**src/rtl/reg_bus_arbiter_if.sv**
```systemverilog
// Bus bundle between the requesters, the arbiter and the shared register slave.
// Handshake: a requester holds req_i and its payload until its one-cycle ack_o pulse.
interface reg_bus_arbiter_if #(
  parameter int NumReq = 2,
  parameter int RegAw  = 8,
  parameter int RegDw  = 32,
  parameter int RegBw  = RegDw / 8
);
  logic [NumReq-1:0]       req_i;
  logic [NumReq-1:0]       write_i;
  logic [NumReq*RegAw-1:0] addr_i;
  logic [NumReq*RegDw-1:0] wdata_i;
  logic [NumReq*RegBw-1:0] wstrb_i;
  logic [NumReq-1:0]       ack_o;
  logic [RegDw-1:0]        rdata_o;
  logic                    error_o;
  logic                    busy_o;
  logic                    re_o;
  logic                    we_o;
  logic [RegAw-1:0]        addr_o;
  logic [RegDw-1:0]        wdata_o;
  logic [RegBw-1:0]        wstrb_o;
  logic [RegDw-1:0]        rdata_i;
  logic                    error_i;
  logic [1:0]              state_o;

  modport master (
    input  req_i, write_i, addr_i, wdata_i, wstrb_i, rdata_i, error_i,
    output ack_o, rdata_o, error_o, busy_o, re_o, we_o, addr_o, wdata_o, wstrb_o,
    output state_o
  );

  modport slave (
    output req_i, write_i, addr_i, wdata_i, wstrb_i, rdata_i, error_i,
    input  ack_o, rdata_o, error_o, busy_o, re_o, we_o, addr_o, wdata_o, wstrb_o,
    input  state_o
  );
endinterface

```
**src/rtl/reg_bus_arbiter.sv**
```systemverilog
// Round-robin arbiter sharing one zero-wait-state register slave between NumReq requesters.
// One transaction is IDLE (grant) -> ACCESS (re/we) -> RESP (ack); all bus outputs are registered.
module reg_bus_arbiter #(
  parameter int NumReq = 2,
  parameter int RegAw  = 8,
  parameter int RegDw  = 32,
  parameter int RegBw  = RegDw / 8
) (
  input  logic               clk_i,
  input  logic               rst_i,
  reg_bus_arbiter_if.master  bus
);

  if (NumReq < 1 || NumReq > 8) begin : g_bad_numreq
    $error("reg_bus_arbiter: NumReq must be in 1..8");
  end

  localparam int IdxW = (NumReq > 1) ? $clog2(NumReq) : 1;
  localparam logic [RegAw-1:0] AddrMask = ~RegAw'(3);
  localparam logic [IdxW-1:0]  LastIdx  = IdxW'(NumReq - 1);

  typedef enum logic [1:0] {
    IDLE   = 2'd0,
    ACCESS = 2'd1,
    RESP   = 2'd2
  } state_e;

  state_e            state_q;
  logic [IdxW-1:0]   rr_q;
  logic [IdxW-1:0]   idx_q;
  logic              re_q;
  logic              we_q;
  logic [RegAw-1:0]  addr_q;
  logic [RegDw-1:0]  wdata_q;
  logic [RegBw-1:0]  wstrb_q;
  logic [NumReq-1:0] ack_q;
  logic [RegDw-1:0]  rdata_q;
  logic              err_q;

  logic              gnt_vld;
  logic [IdxW-1:0]   gnt_idx;
  logic [IdxW-1:0]   cand_idx;
  int                cand;

  // First requester at or above the round-robin pointer, wrapping modulo NumReq.
  always_comb begin
    gnt_vld  = 1'b0;
    gnt_idx  = '0;
    cand     = 0;
    cand_idx = '0;
    for (int i = 0; i < NumReq; i++) begin
      cand = int'(rr_q) + i;
      if (cand >= NumReq) cand = cand - NumReq;
      cand_idx = IdxW'(cand);
      if (!gnt_vld && bus.req_i[cand_idx]) begin
        gnt_vld = 1'b1;
        gnt_idx = cand_idx;
      end
    end
  end

  always_ff @(posedge clk_i or posedge rst_i) begin
    if (rst_i) begin
      state_q <= IDLE;
      rr_q    <= '0;
      idx_q   <= '0;
      re_q    <= 1'b0;
      we_q    <= 1'b0;
      addr_q  <= '0;
      wdata_q <= '0;
      wstrb_q <= '0;
      ack_q   <= '0;
      rdata_q <= '0;
      err_q   <= 1'b0;
    end else begin
      case (state_q)
        IDLE: begin
          if (gnt_vld) begin
            state_q <= ACCESS;
            idx_q   <= gnt_idx;
            re_q    <= ~bus.write_i[gnt_idx];
            we_q    <= bus.write_i[gnt_idx];
            addr_q  <= bus.addr_i[int'(gnt_idx)*RegAw +: RegAw] & AddrMask;
            wdata_q <= bus.wdata_i[int'(gnt_idx)*RegDw +: RegDw];
            wstrb_q <= bus.wstrb_i[int'(gnt_idx)*RegBw +: RegBw];
          end
        end
        ACCESS: begin
          state_q <= RESP;
          re_q    <= 1'b0;
          we_q    <= 1'b0;
          addr_q  <= '0;
          wdata_q <= '0;
          wstrb_q <= '0;
          ack_q   <= NumReq'(1) << idx_q;
          rdata_q <= we_q ? '0 : bus.rdata_i;
          err_q   <= bus.error_i;
        end
        RESP: begin
          state_q <= IDLE;
          ack_q   <= '0;
          rdata_q <= '0;
          err_q   <= 1'b0;
          rr_q    <= (idx_q == LastIdx) ? '0 : idx_q + 1'b1;
        end
        default: state_q <= IDLE;
      endcase
    end
  end

  assign bus.re_o    = re_q;
  assign bus.we_o    = we_q;
  assign bus.addr_o  = addr_q;
  assign bus.wdata_o = wdata_q;
  assign bus.wstrb_o = wstrb_q;
  assign bus.ack_o   = ack_q;
  assign bus.rdata_o = rdata_q;
  assign bus.error_o = err_q;
  assign bus.busy_o  = (state_q != IDLE);
  assign bus.state_o = state_q;

endmodule

```
**src/flat_wrapper.sv**
```systemverilog
// flat-port wrapper written by rule: the top's interface ports become plain ports
module reg_bus_arbiter_flat 
#(
  parameter int NumReq = 2,
  parameter int RegAw  = 8,
  parameter int RegDw  = 32,
  parameter int RegBw  = RegDw / 8
)
  (clk_i, rst_i, bus_req_i, bus_write_i, bus_addr_i, bus_wdata_i, bus_wstrb_i, bus_rdata_i, bus_error_i, bus_ack_o, bus_rdata_o, bus_error_o, bus_busy_o, bus_re_o, bus_we_o, bus_addr_o, bus_wdata_o, bus_wstrb_o, bus_state_o);
  reg_bus_arbiter_if #(.NumReq(NumReq), .RegAw(RegAw), .RegDw(RegDw), .RegBw(RegBw)) bus_i ();
  input  logic clk_i;
  input  logic rst_i;
  input wire logic [$bits(bus_i.req_i)-1:0] bus_req_i;
  input wire logic [$bits(bus_i.write_i)-1:0] bus_write_i;
  input wire logic [$bits(bus_i.addr_i)-1:0] bus_addr_i;
  input wire logic [$bits(bus_i.wdata_i)-1:0] bus_wdata_i;
  input wire logic [$bits(bus_i.wstrb_i)-1:0] bus_wstrb_i;
  input wire logic [$bits(bus_i.rdata_i)-1:0] bus_rdata_i;
  input wire logic [$bits(bus_i.error_i)-1:0] bus_error_i;
  output wire logic [$bits(bus_i.ack_o)-1:0] bus_ack_o;
  output wire logic [$bits(bus_i.rdata_o)-1:0] bus_rdata_o;
  output wire logic [$bits(bus_i.error_o)-1:0] bus_error_o;
  output wire logic [$bits(bus_i.busy_o)-1:0] bus_busy_o;
  output wire logic [$bits(bus_i.re_o)-1:0] bus_re_o;
  output wire logic [$bits(bus_i.we_o)-1:0] bus_we_o;
  output wire logic [$bits(bus_i.addr_o)-1:0] bus_addr_o;
  output wire logic [$bits(bus_i.wdata_o)-1:0] bus_wdata_o;
  output wire logic [$bits(bus_i.wstrb_o)-1:0] bus_wstrb_o;
  output wire logic [$bits(bus_i.state_o)-1:0] bus_state_o;
  assign bus_i.req_i = bus_req_i;
  assign bus_i.write_i = bus_write_i;
  assign bus_i.addr_i = bus_addr_i;
  assign bus_i.wdata_i = bus_wdata_i;
  assign bus_i.wstrb_i = bus_wstrb_i;
  assign bus_i.rdata_i = bus_rdata_i;
  assign bus_i.error_i = bus_error_i;
  assign bus_ack_o = bus_i.ack_o;
  assign bus_rdata_o = bus_i.rdata_o;
  assign bus_error_o = bus_i.error_o;
  assign bus_busy_o = bus_i.busy_o;
  assign bus_re_o = bus_i.re_o;
  assign bus_we_o = bus_i.we_o;
  assign bus_addr_o = bus_i.addr_o;
  assign bus_wdata_o = bus_i.wdata_o;
  assign bus_wstrb_o = bus_i.wstrb_o;
  assign bus_state_o = bus_i.state_o;
  reg_bus_arbiter #(.NumReq(NumReq), .RegAw(RegAw), .RegDw(RegDw), .RegBw(RegBw)) u_core (.clk_i(clk_i), .rst_i(rst_i), .bus(bus_i));
endmodule
```
**config.mk**
```make
export PLATFORM = sky130hd
export DESIGN_NAME = reg_bus_arbiter_flat
export DESIGN_NICKNAME = d
export VERILOG_FILES = /design/src/rtl/reg_bus_arbiter_if.sv /design/src/rtl/reg_bus_arbiter.sv /design/src/flat_wrapper.sv
export SDC_FILE = /design/constraint.sdc
export NUM_CORES = 1
export LEC_CHECK = 0
export CORE_AREA = 2 2 99 101
export DETAILED_ROUTE_END_ITERATION = 8
export DIE_AREA = 0 0 101 103
export PLACE_DENSITY = 0.85
export SLEW_MARGIN = 20
export SYNTH_ARGS = -nofsm -noshare
export SYNTH_HDL_FRONTEND = slang
export SYNTH_SLANG_ARGS = --single-unit
```
**constraint.sdc**
```tcl
create_clock -name clk_i -period 8.1 [get_ports clk_i]
set_input_delay 2.025 -clock clk_i [delete_from_list [all_inputs] [get_ports clk_i]]
set_output_delay 2.025 -clock clk_i [all_outputs]
set_load 0.02 [all_outputs]
```
==> results.md <==
* DP Area at 5890 um^2
* DP HPWL at 7060 um
* Hold buffers post-CTS at 0
* Clock power frac at around an eighth
* Initial antenna violation count at 0
* Diodes inserted at 0
* Reg area at 2080 um^2
* Crit Path Max Fanout at 27
* Area of the core at between 9000 and 10000 um^2
* Die width at between 100 and 150 um
* Final Hold Fails at 0
* Top Ports at 211
* Rows at 36
* RSZ-0062 raised after global routing: false
* Via count at 3185
* Port bufs at 204
* P&R area growth vs syn at 59.1%
* Leading cell type in the layout, fill and taps excluded: clkdlybuf4s50_1
* Area of the multi-input gates at around 1500 um^2
* Layout fillers at 757
* Gate Count Post-Synth at about 360
* Peak supply drop at 0.000177 V
* Resize count post-CTS at 0
* Post-synth top area share at a little over half
* Setup bufs post-CTS at 0
* Clock Latency Late Sink at about 0.34 ns
* Post-synthesis sequential area ratio at a little over half
* Iter 0 DRT Violations at 52
* CTS tree: done
* Power per Cell Area at 360 nW/um^2
* CTS Root Cell: clkbuf_8
* Final Slew Violations at 0
* Static leakage power at approximately 2.8 nW
* Outcome: finished, final reports clean
* Clk_skew at about 0.0095 ns
* CP Class: input port to register
* Routed WL at between 9000 and 10000 um
* Die area at 10400 um^2
* Avg WL per Cell at ~14 um
* Sw Pwr at between 0.9 and 1 mW
* Starting Density at 40.6%
* Net Sw Frac at between 40% and 50%
* MaxCap Viol Count at 0
* Synthesized area at slightly below 4000 um^2
* Crit end category: register
* Largest net degree at the start of global routing at 84
* DRT Pass-1 Iters at 4
* Seq cells post-synth at 83
* Global-route wire length before repair at around 15000 um
* DRT antenna net count at 0
* CTS H-Tree Depth at 3
* Die Span Y at ~100 um
* Vias/cell at 4.70
* Placer Congestion at roughly 0.78
* Final Cell Area at just over 6000 um^2
* Yosys warning count at 0
* Share of cells above drive strength 1 at between 10 and 15%
* Clock buffer depth at 2
* Fmax at 0.248 GHz
* Gate power share at 56.3%
* TritonCTS Buffers at 9
* Leading cell types by total area after synthesis: dfrtp_1, mux2i_1, o21ai_2, nand2_1, o21ai_0
* Clock slew at reported path FFs at roughly 0.070 ns
* P_int at ~1.3 mW
* Worst Hold Class: register to register
* Final period util at between 40% and 50%
* Worst path arrival time at roughly 4.3 ns
* Worst slew pin tran at roughly 0.97 ns
* Critical Path RT at between 8 and 9 ns
* Cell taking the most area after synthesis: dfrtp_1
* Setup Viol. Count Final at 0
* GRT Overall Usage at a little under a fifth
* Netlist cell types at 23
* Final #Nets at between 600 and 700
* DRC viols at 0
* Post-route setup TNS at 0 ns
* Avg Cell Area, Syn at about 11 um^2
* Max-slew headroom at 35.6%
* Final min period at between 4 and 5 ns
* Crit start category: input port
* GRT overflow at 0
* Most frequent cells in the layout: clkdlybuf4s50_1, dfrtp_1, nand2_1
* Clock sinks at between 80 and 90
* Part of the power in registers at a little under a third
* Vias in the first global route at ~3200
==> sequential cells by signal (all words and copies together) (netlist names) <==
signal              cells
u_core.bus.wdata_o     32
u_core.bus.addr_o       6
u_core.bus.ack_o        2
u_core.bus.rdata_o     32
u_core.bus.wstrb_o      4
u_core.bus.error_o      1
u_core.idx_q            1
u_core.bus.state_o      2
u_core.rr_q             1
u_core.bus.we_o         1
u_core.bus.re_o         1
==> stage by stage <==
stage          setup slack, ns  hold slack (ns)  cells  total power, mW  util [%]
6_report                  4.07            0.476    678             2.20      64.6
5_1_grt                   3.95            0.497    678             2.36      64.6
4_1_cts                   4.07            0.484    676             2.20      64.2
3_5_place_dp              3.71            0.465    662             1.91      62.3
3_3_place_gp              3.75            0.461    662             1.87      62.3
2_1_floorplan             3.94            0.459    364             1.45         -
==> power by group through the flow <==
stage	sequential (mW)	combinational, mW	clock (mW)
2_1_floorplan	0.874	0.579	0
3_3_place_gp	0.679	1.19	0
3_5_place_dp	0.690	1.22	0
4_1_cts	0.682	1.23	0.294
5_1_grt	0.703	1.35	0.312
6_report	0.681	1.24	0.280
==> critical path, cell delays in order <==
cell             delay [ns]
clkdlybuf4s50_1        0.49
inv_1                  0.08
o21ai_4                0.60
buf_4                  0.53
mux2i_1                0.39
a22o_1                 0.18
==> Yosys cell counts <==
cell type and instances:
a21oi_1 1, a22o_1 1, buf_12 4, buf_2 11
buf_4 4, buf_6 1, clkbuf_1 3, conb_1 1
dfrtp_1 83, ha_1 4, inv_1 38, inv_2 1
mux2_2 3, mux2i_1 43, nand2_1 77, nor2_1 3
nor2b_1 1, nor3b_2 2, o21ai_0 36, o21ai_1 4
o21ai_2 40, o21bai_2 1, or3_1 1
==> per-layer routing <==
layer	global-route usage (%)	wire [um]
met4	6.96	140
met3	5.29	796
met5	0	0
met1	21.8	3790
met2	31.7	4770
==> cell families (layout without fill, tap and decap cells) <==
family / after synthesis / after routing / share of synthesized area, %
AO/OA/AOI/OAI: 83 / 83 / 15.0
adder cells (fa/ha/maj): 4 / 4 / 1.30
buffers and inverters: 62 / 262 / 8.69
flip-flops: 83 / 83 / 54.1
multiplexers: 46 / 46 / 12.1
other: 1 / 2 / 0.0976
AND/OR/NAND/NOR: 84 / 84 / 8.79
==> path summary, 6_finish.rpt <==
check	start	depth (start not counted)	endpoint	slack, ns
max in group asynchronous	rst_i	3	u_core.bus.rdata_o[3]	5.39
hold reg to reg	u_core.bus.wdata_o[22]	2	u_core.bus.wdata_o[22]	0.48
min in group asynchronous	rst_i	3	u_core.bus.wdata_o[13]	2.19
setup / recovery	bus_req_i[0]	6	u_core.bus.re_o	4.07
hold / removal	u_core.bus.wdata_o[22]	2	u_core.bus.wdata_o[22]	0.48
setup reg to reg	u_core.bus.state_o[1]	6	u_core.bus.rdata_o[19]	5.49
==> area by class of cell <==
cell class                      count  area share [%]
Clock buffer                       11            2.31
Clock inverter                      3           0.655
Inverter                           39            2.42
Multi-Input combinational cell    219            23.9
Sequential cell                    83            34.0
Tap cell                          114            2.33
Timing Repair Buffer              209            34.4
Power figures use the tool's default switching activity.
==> variant 1, RTL diff (same settings) <==
`RegAw` is set to 8 in 3 places; all go to 9.
--- a/src/rtl/reg_bus_arbiter_if.sv
+++ b/src/rtl/reg_bus_arbiter_if.sv
@@ -2,7 +2,7 @@
 // Handshake: a requester holds req_i and its payload until its one-cycle ack_o pulse.
 interface reg_bus_arbiter_if #(
   parameter int NumReq = 2,
-  parameter int RegAw  = 8,
+  parameter int RegAw  = 9,
   parameter int RegDw  = 32,
   parameter int RegBw  = RegDw / 8
 );
--- a/src/rtl/reg_bus_arbiter.sv
+++ b/src/rtl/reg_bus_arbiter.sv
@@ -2,7 +2,7 @@
 // One transaction is IDLE (grant) -> ACCESS (re/we) -> RESP (ack); all bus outputs are registered.
 module reg_bus_arbiter #(
   parameter int NumReq = 2,
-  parameter int RegAw  = 8,
+  parameter int RegAw  = 9,
   parameter int RegDw  = 32,
   parameter int RegBw  = RegDw / 8
 ) (
--- a/src/flat_wrapper.sv
+++ b/src/flat_wrapper.sv
@@ -2,7 +2,7 @@
 module reg_bus_arbiter_flat 
 #(
   parameter int NumReq = 2,
-  parameter int RegAw  = 8,
+  parameter int RegAw  = 9,
   parameter int RegDw  = 32,
   parameter int RegBw  = RegDw / 8
 )
Ports: changed (resized bus_addr_i and bus_addr_o); port bits go from 211 to 214. No check against the original RTL was run, so the function may have changed too.
==> variant 1 against the unedited design <==
Sequential cell count increased by 1. Area after synthesis is 2.3% lower. Via count increased by 1.2%. Wire length up 9.4%. Total power down 2.2%. Setup slack gained 0.088 ns. Non-clock buffer count rose by 3. Final area decreased by 2.1%. Register-to-register slack worse by 0.57 ns.
==> variant 1: results (changes against the unedited design) <==
| Metric | Value |
|---|---|
| Gr usage total | `0.197 (+0.0129)` |
| Synth Area in XOR/XNOR | `0 (unchanged)` |
| Hold depth | `1 (-1)` |
| Clk_lat worst skew | `0.36 ns (+0.02 ns)` |
| Final layout net count | `664 (-4.0%)` |
| Leakage dissipation | `0.00274 uW (-0.40%)` |
| Final Power | `2150 uW (-2.2%)` |
| Worst vdd ir | `0.000199 V (+12%)` |
| Commonest cells in the netlist | `84 x dfrtp_1, 44 x a221o_1, 40 x and3_1, 40 x inv_1, 35 x nand2_1` |
| First-pass GRT wire length | `15700 um (+5.4%)` |
| Reg2reg end | `u_core.bus.wdata_o[27]$_DFFE_PP0P_` |
| Worst slew pin tran | `1.02 ns (+0.0564 ns)` |
| Complex-gate fraction of the synthesized area | `0.181 (+0.0315)` |
| Final wirelength | `10400 um (+9.4%)` |
| Setup Skew | `0.0111 ns (+0.00160 ns)` |
| Synth Area in Adders | `0.0133 (+0.000304)` |
| IO Port Bufs | `207 (+1.5%)` |
| Worst setup path startpoint | `u_core.bus.state_o[0]$_DFFE_PP0P_` |
| Fraction of layout cells with a size suffix above 1 | `0.0561 (-0.0645)` |
| Setup CP Type | `reg -> out` |
| Vias | `3222 (+1.2%)` |
| Initial DRC Count | `156 (+200%)` |
| Top cells by area, synth | `dfrtp_1 56%, a221o_1 12%, and3_1 6.7%` |
| CP max-delay cell | `clkdlybuf4s50_1` |
| Multiplexer share of the synthesized area | `0.00566 (-0.115)` |
| Vias in the first global route | `3239 (+0.78%)` |
| Crit Path Max Fanout | `8 (-70%)` |
| R2r setup slk | `4.92 ns (-0.57 ns)` |
| Worst path max stage delay | `0.57 ns (-0.03 ns)` |
| Post-CTS Setup Bufs | `0 (unchanged)` |
| Critical path arrival | `1.92 ns (-2.39 ns)` |
| Largest net degree at the start of global routing | `85 (+1.2%)` |
| Seq/Total Area, Yosys | `0.560 (+0.0193)` |
| #FFs+latches synth | `84 (+1.2%)` |
| Htree depth | `3 (unchanged)` |
| Fillcell total | `754 (-0.40%)` |
| Min-Delay Startpoint | `u_core.bus.ack_o[0]$_DFFE_PP0P_` |
| Critical Path Sink | `bus_busy_o` |
| Count of different cell masters after synthesis | `33 (+43%)` |
| Status | `complete, no violations` |
| RePlAce Congestion | `0.762 (-1.8%)` |
| Ys async rst share | `1.00 (unchanged)` |
| Hold endpoint | `u_core.bus.ack_o[0]$_DFFE_PP0P_` |
| Dpl hpwl | `7440 um (+5.3%)` |
| Worst hold path class | `reg -> reg` |
## variant 1: cell types whose count changed in the layout (fill, tap and decap cells not counted), moves of 4 or more
cell     delta
and3_2      +4
and3_1     +40
mux2i_1    -42
a221o_1    +44
nand2_1    -42
o21ai_0     -5
o21ai_2    -40
## variant 1: per-stage QoR
| stage | std cells | hold WS, ns | setup slack [ns] | cell area, um^2 | util |
|---|---|---|---|---|---|
| 2_1_floorplan | 335 | 0.472 | 3.91 | 3760 | - |
| 3_3_place_gp | 632 | 0.492 | 4.03 | 5750 | 0.608 |
| 3_5_place_dp | 632 | 0.498 | 4.03 | 5750 | 0.608 |
| 4_1_cts | 647 | 0.517 | 4.13 | 5940 | 0.628 |
| 5_1_grt | 649 | 0.526 | 4.05 | 5990 | 0.633 |
| 6_report | 649 | 0.513 | 4.16 | 5990 | 0.633 |
## variant 1: worst register-to-register path: cells and delay by family (launching register included)
kind	cells	cell delay (ns)
flip-flops	1	0.41
AND/OR/NAND/NOR	2	1.55
AO/OA/AOI/OAI	1	0.23
buffers and inverters	2	0.56
adder cells (fa/ha/maj)	1	0.35
## variant 1: final cells by class
cell class	count	area (um^2)	area share
clock buffer	11	141	0.0236
clock inverter	4	50.0	0.00836
inverter	40	151	0.0253
multi-input combinational	184	1260	0.210
sequential	84	2100	0.351
tap	114	143	0.0238
timing repair buffer	212	2140	0.358
## variant 1: report_power, final
| group | internal, uW | switching, uW | total, uW |
|---|---|---|---|
| registers | 586 | 91.6 | 678 |
| clock network | 149 | 149 | 298 |
| logic | 549 | 624 | 1170 |
## variant 1: layer usage
metal	vias to the layer above	wire length [um]	GRT usage
li1	1567	-	-
met2	133	5210	0.333
met3	12	649	0.0481
met4	0	160	0.0769
met1	1510	4370	0.243
met5	-	0	0
==> variant 2, RTL diff (config.mk and constraints unchanged) <==
Without the edit above. Make the reset (`rst_i`) synchronous in one clocked block.
--- a/src/rtl/reg_bus_arbiter.sv
+++ b/src/rtl/reg_bus_arbiter.sv
@@ -59,7 +59,7 @@
     end
   end
 
-  always_ff @(posedge clk_i or posedge rst_i) begin
+  always_ff @(posedge clk_i) begin
     if (rst_i) begin
       state_q <= IDLE;
       rr_q    <= '0;
Check against the original RTL: differs if rst_i is asserted again (counterexample within 4 cycles, from zero or initial values and one cycle with rst_i high); with rst_i held inactive, the same outputs for 10 cycles.
==> variant 2 against the unedited design <==
Die area stayed put. Sequential cell count unchanged. Setup slack better by 0.29 ns. Area after synthesis is 12% lower. Final area fell by 7.1%. Largest cell class unchanged. Wire length grew 1.1%. Via count fell by 3.1%.
Power is not compared: it rests on default switching activity, and its combinational part moved more than twofold at a synthesized area within 25%.
==> variant 2: results (changes against the unedited design) <==
| Metric | Value |
|---|---|
| Setup WS pre-CTS | `3.96 ns (+0.250 ns)` |
| Hold depth | `1 (-1)` |
| Ys flop type | `dfxtp_1` |
| Ys async rst share | `0 (-1.00)` |
| Reg2reg end | `u_core.bus.rdata_o[12]$_SDFFE_PP0P_` |
| Setup Skew | `0.0125 ns (+0.00307 ns)` |
| Detail-routed via count per cell | `4.81 (+2.3%)` |
| R2r setup slk | `5.45 ns (-0.04 ns)` |
| Worst slew pin tran | `0.718 ns (-0.249 ns)` |
| GR Layer Usage met2 | `0.310 (-0.00769)` |
| Initial DRC Count | `64 (+23%)` |
| Gr usage total | `0.174 (-0.00961)` |
| Final layout net count | `654 (-5.5%)` |
| DP Cell Count | `625 (-5.6%)` |
| Min-Delay Startpoint | `u_core.bus.addr_o[2]$_SDFFE_PP0P_` |
| Placed Area | `0.00544 mm^2 (-7.7%)` |
| Worst path max stage delay | `0.62 ns (+0.02 ns)` |
| Fraction of layout cells with a size suffix above 1 | `0.0511 (-0.0694)` |
| Critical path arrival | `1.71 ns (-2.60 ns)` |
| RePlAce Congestion | `0.709 (-8.6%)` |
| Status | `complete, no violations` |
| First-pass GRT wire length | `14400 um (-3.6%)` |
| Dpl hpwl | `7220 um (+2.2%)` |
| CP max-delay cell | `clkdlybuf4s50_1` |
| Vias | `3086 (-3.1%)` |
| Vias in the first global route | `3044 (-5.3%)` |
| Largest net degree at the start of global routing | `45 (-46%)` |
| GR Layer Usage met3 | `0.0719 (+0.0190)` |
| Fillcell total | `811 (+7.1%)` |
| Worst r2r src | `u_core.bus.state_o[0]$_SDFFE_PP0P_` |
| GRT met1 Usage | `0.194 (-0.0241)` |
[variant 2: cell types whose count changed after synthesis, moves of 11 or more]
cell	unedited run	this run
nor2_1	3	39
o21ai_2	40	0
dfrtp_1	83	0
clkbuf_1	3	14
inv_1	38	5
a21oi_1	1	34
o2bb2ai_1	0	42
nor2b_1	1	32
o21ai_0	36	1
nand2_1	77	2
dfxtp_1	0	83
[variant 2: area by class of cell]
class / instances / area (um^2) / area share
timing repair buffer: 209 / 2100 / 0.370
sequential: 83 / 1660 / 0.292
multi-input combinational: 214 / 1540 / 0.271
clock buffer: 13 / 169 / 0.0297
tap: 114 / 143 / 0.0251
clock inverter: 3 / 45.0 / 0.00793
inverter: 6 / 22.5 / 0.00396
[variant 2: kinds of logic (layout without fill, tap and decap cells)]
kind of cell | count (synthesis) | in the layout | share of synthesized area
adders and majority gates | 4 | 4 | 0.0149
AOI/OAI and AO/OA | 81 | 81 | 0.174
DFF | 83 | 83 | 0.494
buffers and inverters | 33 | 231 | 0.0565
other | 1 | 2 | 0.00112
and+or+nand+nor | 80 | 80 | 0.120
muxes | 47 | 47 | 0.140
[variant 2: worst max-delay path by stage]
stage | start | end | slack [ns] | depth (start not counted)
2_1_floorplan | bus_req_i[0] | u_core.bus.addr_o[2]$_SDFFE_PP0P_ | 5.06 | 5
3_3_place_gp | bus_req_i[1] | u_core.bus.re_o$_SDFFE_PP0P_ | 4.02 | 5
3_5_place_dp | bus_req_i[1] | u_core.bus.re_o$_SDFFE_PP0P_ | 3.96 | 5
4_1_cts | u_core.bus.state_o[0]$_SDFFE_PP0P_ | bus_busy_o | 4.32 | 4
5_1_grt | rst_i | u_core.bus.re_o$_SDFFE_PP0P_ | 4.24 | 6
6_report | u_core.bus.state_o[0]$_SDFFE_PP0P_ | bus_busy_o | 4.36 | 4
